<file path="src/rtl/vfu_result_arbiter.sv">
// rtl/vfu_result_arbiter.sv - round-robin ALU/MFPU arbiter feeding one registered VRF write port
module vfu_result_arbiter #(
  parameter int unsigned NrLanes   = 0,
  parameter int unsigned NrVInsn   = 8,
  parameter type         vaddr_t   = logic,
  localparam int unsigned AW        = $bits(vaddr_t),
  localparam int unsigned DataWidth = 64,
  localparam int unsigned StrbWidth = DataWidth / 8,
  localparam int unsigned IdW       = (NrVInsn > 1) ? $clog2(NrVInsn) : 1
) (
  input  logic                 clk_i,
  input  logic                 rst_ni,
  // ALU result request
  input  logic                 alu_result_req_i,
  input  logic [IdW-1:0]       alu_result_id_i,
  input  logic [AW-1:0]        alu_result_addr_i,
  input  logic [DataWidth-1:0] alu_result_wdata_i,
  input  logic [StrbWidth-1:0] alu_result_be_i,
  output logic                 alu_result_gnt_o,
  // MFPU result request
  input  logic                 mfpu_result_req_i,
  input  logic [IdW-1:0]       mfpu_result_id_i,
  input  logic [AW-1:0]        mfpu_result_addr_i,
  input  logic [DataWidth-1:0] mfpu_result_wdata_i,
  input  logic [StrbWidth-1:0] mfpu_result_be_i,
  output logic                 mfpu_result_gnt_o,
  // VRF write port
  output logic                 vrf_req_o,
  output logic [IdW-1:0]       vrf_id_o,
  output logic [AW-1:0]        vrf_addr_o,
  output logic [DataWidth-1:0] vrf_wdata_o,
  output logic [StrbWidth-1:0] vrf_be_o,
  input  logic                 vrf_gnt_i,
  // Commit notification
  output logic [NrVInsn-1:0]   vinsn_written_o
);

  // NrLanes only sizes vaddr_t at the instantiation site; nothing here depends on it.
  if (NrLanes > 32'h0010_0000) begin : g_lane_count_unused
  end

  typedef enum logic {
    RR_ALU  = 1'b0,
    RR_MFPU = 1'b1
  } rr_e;

  typedef enum logic {
    SLOT_EMPTY = 1'b0,
    SLOT_FULL  = 1'b1
  } slot_e;

  rr_e   rr_q, rr_d;
  slot_e slot_q, slot_d;

  logic accept;
  logic alu_pick, mfpu_pick;
  logic alu_gnt, mfpu_gnt;
  logic any_gnt;

  assign vrf_req_o         = (slot_q == SLOT_FULL);
  assign alu_result_gnt_o  = alu_gnt;
  assign mfpu_result_gnt_o = mfpu_gnt;
  assign any_gnt           = alu_gnt | mfpu_gnt;

  // Arbitration state registers: round-robin pointer and holding-slot occupancy.
  always_ff @(posedge clk_i or negedge rst_ni) begin
    if (!rst_ni) begin
      rr_q   <= RR_ALU;
      slot_q <= SLOT_EMPTY;
    end else begin
      rr_q   <= rr_d;
      slot_q <= slot_d;
    end
  end

  // Grant decision and next-state: grant only when the slot is free or draining now;
  // the pointer favours the FU that lost the last grant.
  always_comb begin
    accept    = 1'b0;
    alu_pick  = 1'b0;
    mfpu_pick = 1'b0;
    alu_gnt   = 1'b0;
    mfpu_gnt  = 1'b0;
    rr_d      = rr_q;
    slot_d    = slot_q;

    // Gating with rst_ni keeps grants low while the block is held in reset.
    accept    = rst_ni & ((slot_q == SLOT_EMPTY) | vrf_gnt_i);
    alu_pick  = alu_result_req_i  & (~mfpu_result_req_i | (rr_q == RR_ALU));
    mfpu_pick = mfpu_result_req_i & (~alu_result_req_i  | (rr_q == RR_MFPU));
    alu_gnt   = accept & alu_pick;
    mfpu_gnt  = accept & mfpu_pick;

    if (alu_gnt) begin
      rr_d = RR_MFPU;
    end else if (mfpu_gnt) begin
      rr_d = RR_ALU;
    end

    // A new grant refills the slot even while it drains, so back-to-back writes have no bubble.
    if (alu_gnt || mfpu_gnt) begin
      slot_d = SLOT_FULL;
    end else if ((slot_q == SLOT_FULL) && vrf_gnt_i) begin
      slot_d = SLOT_EMPTY;
    end
  end

  // Holding register: captures the winner's fields on the grant cycle only.
  always_ff @(posedge clk_i or negedge rst_ni) begin
    if (!rst_ni) begin
      vrf_id_o    <= '0;
      vrf_addr_o  <= '0;
      vrf_wdata_o <= '0;
      vrf_be_o    <= '0;
    end else if (any_gnt) begin
      if (alu_gnt) begin
        vrf_id_o    <= alu_result_id_i;
        vrf_addr_o  <= alu_result_addr_i;
        vrf_wdata_o <= alu_result_wdata_i;
        vrf_be_o    <= alu_result_be_i;
      end else begin
        vrf_id_o    <= mfpu_result_id_i;
        vrf_addr_o  <= mfpu_result_addr_i;
        vrf_wdata_o <= mfpu_result_wdata_i;
        vrf_be_o    <= mfpu_result_be_i;
      end
    end
  end

  // Commit pulse: one-hot on the held id in the cycle the VRF takes the write.
  always_comb begin
    vinsn_written_o = '0;
    for (int i = 0; i < NrVInsn; i++) begin
      vinsn_written_o[i] = vrf_req_o & vrf_gnt_i & (vrf_id_o == IdW'(i));
    end
  end

endmodule

</file>
<file path="config.mk">
export PLATFORM = sky130hd
export DESIGN_NAME = vfu_result_arbiter
export DESIGN_NICKNAME = d
export VERILOG_FILES = /design/src/rtl/vfu_result_arbiter.sv
export SDC_FILE = /design/constraint.sdc
export NUM_CORES = 1
export LEC_CHECK = 0
export BUFFER_PORTS_ARGS = -buffer_cell sky130_fd_sc_hd__buf_4
export CAP_MARGIN = 20
export CORE_MARGIN = 3
export CORE_UTILIZATION = 35
export CTS_CLUSTER_DIAMETER = 60
export DETAILED_ROUTE_END_ITERATION = 8
export GPL_TIMING_DRIVEN = 1
export PLACE_DENSITY = 0.65
export SYNTH_ARGS = -nofsm -noshare
export SYNTH_HDL_FRONTEND = slang
export SYNTH_SLANG_ARGS = --single-unit
</file>
<file path="constraint.sdc">
create_clock -name clk_i -period 1.77 [get_ports clk_i]
set_input_delay 0.0885 -clock clk_i [delete_from_list [all_inputs] [get_ports clk_i]]
set_output_delay 0.0885 -clock clk_i [all_outputs]
set_load 0.01 [all_outputs]
</file>
==> impl_metrics.env <==
export IMPL_outcome="finished clean"
export IMPL_peakVddDrop_mv=0.4047
export IMPL_rsz0062_at_grt="no"
export IMPL_syn_avg_cell_area_um2=9.077
export IMPL_yosys_area_share_simple=0.1320
export IMPL_gp_congestion=0.8362
export IMPL_p_comb_frac=0.344
export IMPL_start_kind="input port"
export IMPL_post_route_period_util=0.9407
export IMPL_multiInputGateArea_um2=2175
export IMPL_async_flop_share=1.000
export IMPL_fin_setup_tns_ps=0
export IMPL_ant_nets=0
export IMPL_wl_per_cell_um=20.04
export IMPL_drv_slew=0
export IMPL_path_cells="dlygate4sd3_1, buf_6, buf_6, nand2_1, nor2_1, buf_4"
export IMPL_setup_viol=0
export IMPL_path_clk_slew_ps=60
export IMPL_max_slew_margin=0.6833
export IMPL_start_util=0.3664
export IMPL_register_area_um2=1952
export IMPL_grt_ovfl_total=0
export IMPL_cts_htree_levels=3
export IMPL_swShare=0.3258
export IMPL_worstPathArrival_ps=1580
export IMPL_muxShareOfSynthArea=0
export IMPL_synth_flop_cell="dfrtp_1"
export IMPL_p_total_mw=6.301
export IMPL_ios=244
export IMPL_post_cts_buffers=0
export IMPL_finalCriticalPeriod_ps=1665
export IMPL_via_per_inst=6.188
export IMPL_netlist_cell_type_count=22
export IMPL_core_um2=12260
export IMPL_critPathMostFrequentCell="buf_6"
export IMPL_cts_path_max_buffers=2
export IMPL_dieHeight_um=119.3
export IMPL_slowest_delay_ps=580
export IMPL_fillers=1113
export IMPL_antenna_found_initial=1
export IMPL_grt_pass1_vias=5002
export IMPL_die_area_um2=14230
export IMPL_leakagePower_nw=2.793
export IMPL_port_buffers=243
export IMPL_power_frac_clock=0.280
export IMPL_tritoncts="yes"
export IMPL_synth_top_family_by_area="compound AO/OA/AOI/OAI gates"
export IMPL_synthCells=495
export IMPL_synth_edf_count=0
export IMPL_hold_class="in2reg"
export IMPL_synth_xor_xnor_area_share=0
export IMPL_busiest_layer="met2"
export IMPL_grt_usage=0.2315
export IMPL_layout_area_overhead_vs_synth_pct=49.82
export IMPL_syn_area_um2=4493
export IMPL_ys_seq_elements=78
export IMPL_crit_path_end_kind="output port"
export IMPL_clock_skew_ps=3.494
export IMPL_cts_root_buf="clkbuf_16"
export IMPL_maxCapViolCount=0
export IMPL_drive_gt1_frac=0.4084
export IMPL_path_buf_inv=4
export IMPL_routed_wirelength_um=17160
export IMPL_p_switching_mw=2.053
export IMPL_cts_buffers=9
export IMPL_yosys_area_share_adder=0
export IMPL_hpwl_um=11590
export IMPL_grt_start_max_net_pins=109
export IMPL_synth_compound_area_share=0.3445
export IMPL_power_internal_mw=4.248
export IMPL_vias=5297
export IMPL_cp_top_family="buffers and inverters"
export IMPL_ys_seq_area_frac=0.4344
export IMPL_drt_iter0_drc=547
export IMPL_first_pass_iters=6
export IMPL_grt_util_met2=0.3642
export IMPL_grtUsageMet1=0.3113
export IMPL_crit_slowest_cell="dlygate4sd3_1"
export IMPL_hold_viol_final=0
export IMPL_power_density_nw_per_um2=936.0
export IMPL_cp_max_fo=29
export IMPL_drc=0
export IMPL_max_slew_worst_pin_slew_ps=474.3
export IMPL_clkSinkCount=78
export IMPL_timing_hold_ws_ps=29.12
export IMPL_clk_latency_ps=330
export IMPL_crit_type="in2out"
export IMPL_syn_nets=652
export IMPL_yosysWarnings=0
export IMPL_p_seq_frac=0.376
export IMPL_met3_usage=0.06838
export IMPL_grt_pass1_wl_um=26890
export IMPL_fmax_mhz=600.6
export IMPL_die_x_um=119.3
export IMPL_cp_required_ps=1680
export IMPL_rows=40
export IMPL_diodes=0
export IMPL_layout_nets=840
-- path summary, 6_finish.rpt --
path / start / endpoint / slack, ps / cells past startpoint
worst max-delay path: rst_ni / alu_result_gnt_o / 110 / 6
worst min-delay path: mfpu_result_be_i[1] / vrf_be_o[1] / 30 / 3
worst max register to register: vrf_req_o / vrf_wdata_o[54] / 240 / 4
worst min register to register: vrf_addr_o / vrf_addr_o / 540 / 2
max in group asynchronous: rst_ni / vrf_wdata_o[3] / 940 / 3
min in group asynchronous: rst_ni / vrf_wdata_o[58] / 180 / 2
-- worst min-delay path, delay by kind of cell --
family | cells | cell delay, ps
compound gates | 2 | 120
buf+inv | 1 | 110
-- area by class of cell --
cell class	count	share of cell area
clock buffers	16	0.04182
flip-flops and latches	78	0.2900
multi-input cells	330	0.3230
repair buffers	263	0.3134
inverters	1	0.0005576
well taps	168	0.03123
-- layer usage --
layer	up-vias	part of all wire
li1	2426	-
met1	2526	0.40
met4	2	0.014
met2	319	0.48
met5	-	0.00076
met3	24	0.11
-- cells in the final DEF (no fill, tap or decap), drive strengths merged --
master and instances:
a21bo 1, a21boi 1, a31oi 152, and3 1, buf 262, clkbuf 16
dfrtp 78, dlygate4sd3 1, inv 1, nand2 2, nand2b 4, nand3 2
nand3b 1, nand4 76, nor2 7, nor2b 2, nor3 2, o2bb2ai 1
o31ai 76, or2 2
-- sequential cells by signal (all words and copies together) (netlist names) --
register     cells
vrf_wdata_o     64
vrf_be_o         8
vrf_id_o         3
rr_q             1
vrf_addr_o       1
vrf_req_o        1
-- cells by family (layout without fill, tap and decap cells) --
group / Yosys count / after routing
buffers and inverters: 87 / 280
AND/OR/NAND/NOR: 99 / 99
AO/OA/AOI/OAI: 231 / 231
flip-flops: 78 / 78
-- Yosys cell counts (2+ instances only) --
master      n  area, µm²
o31ai_1    76      570.6
nand2_1     2      7.510
buf_4       2      15.01
nor2_1      7      26.28
nand4_1    76      475.5
nand3_1     2      10.01
buf_6       5      56.30
nand2b_1    4      25.02
buf_2      22      110.1
nor2b_1     2      12.51
nor3_1      2      10.01
or2_1       2      12.51
dfrtp_1    78       1952
a31oi_1   152      950.9
clkbuf_1   56      210.2
-- timing repair --
action,in CTS,in global routing
hold buffers,1,0
gates resized for setup,0,2
hold endpoints to repair,78,0
endpoints found under the setup margin,0,2
-- power by group through the flow --
stage,clock [mW],sequential (mW),combinational (mW)
final,1.76,2.37,2.17
after global routing,1.88,2.41,2.35
after global placement,0,2.38,2.13
after floorplan,0,2.50,0.870
after CTS,1.81,2.37,2.17
after detailed placement,0,2.39,2.17
-- through the flow --
| step | cells | worst slack, ps | utilization | cell area (µm²) |
|---|---|---|---|---|
| after detailed placement | 839 | 209.9 | 0.5244 | 6430 |
| after CTS | 856 | 4.836 | 0.5482 | 6721 |
| final | 856 | 105.0 | 0.5490 | 6731 |
| after global placement | 839 | 256.2 | 0.5244 | 6430 |
| after global routing | 856 | 8.291 | 0.5490 | 6731 |
| after floorplan | 495 | 282.7 | - | 4493 |
No activity file was read; power rests on OpenSTA's default activity.
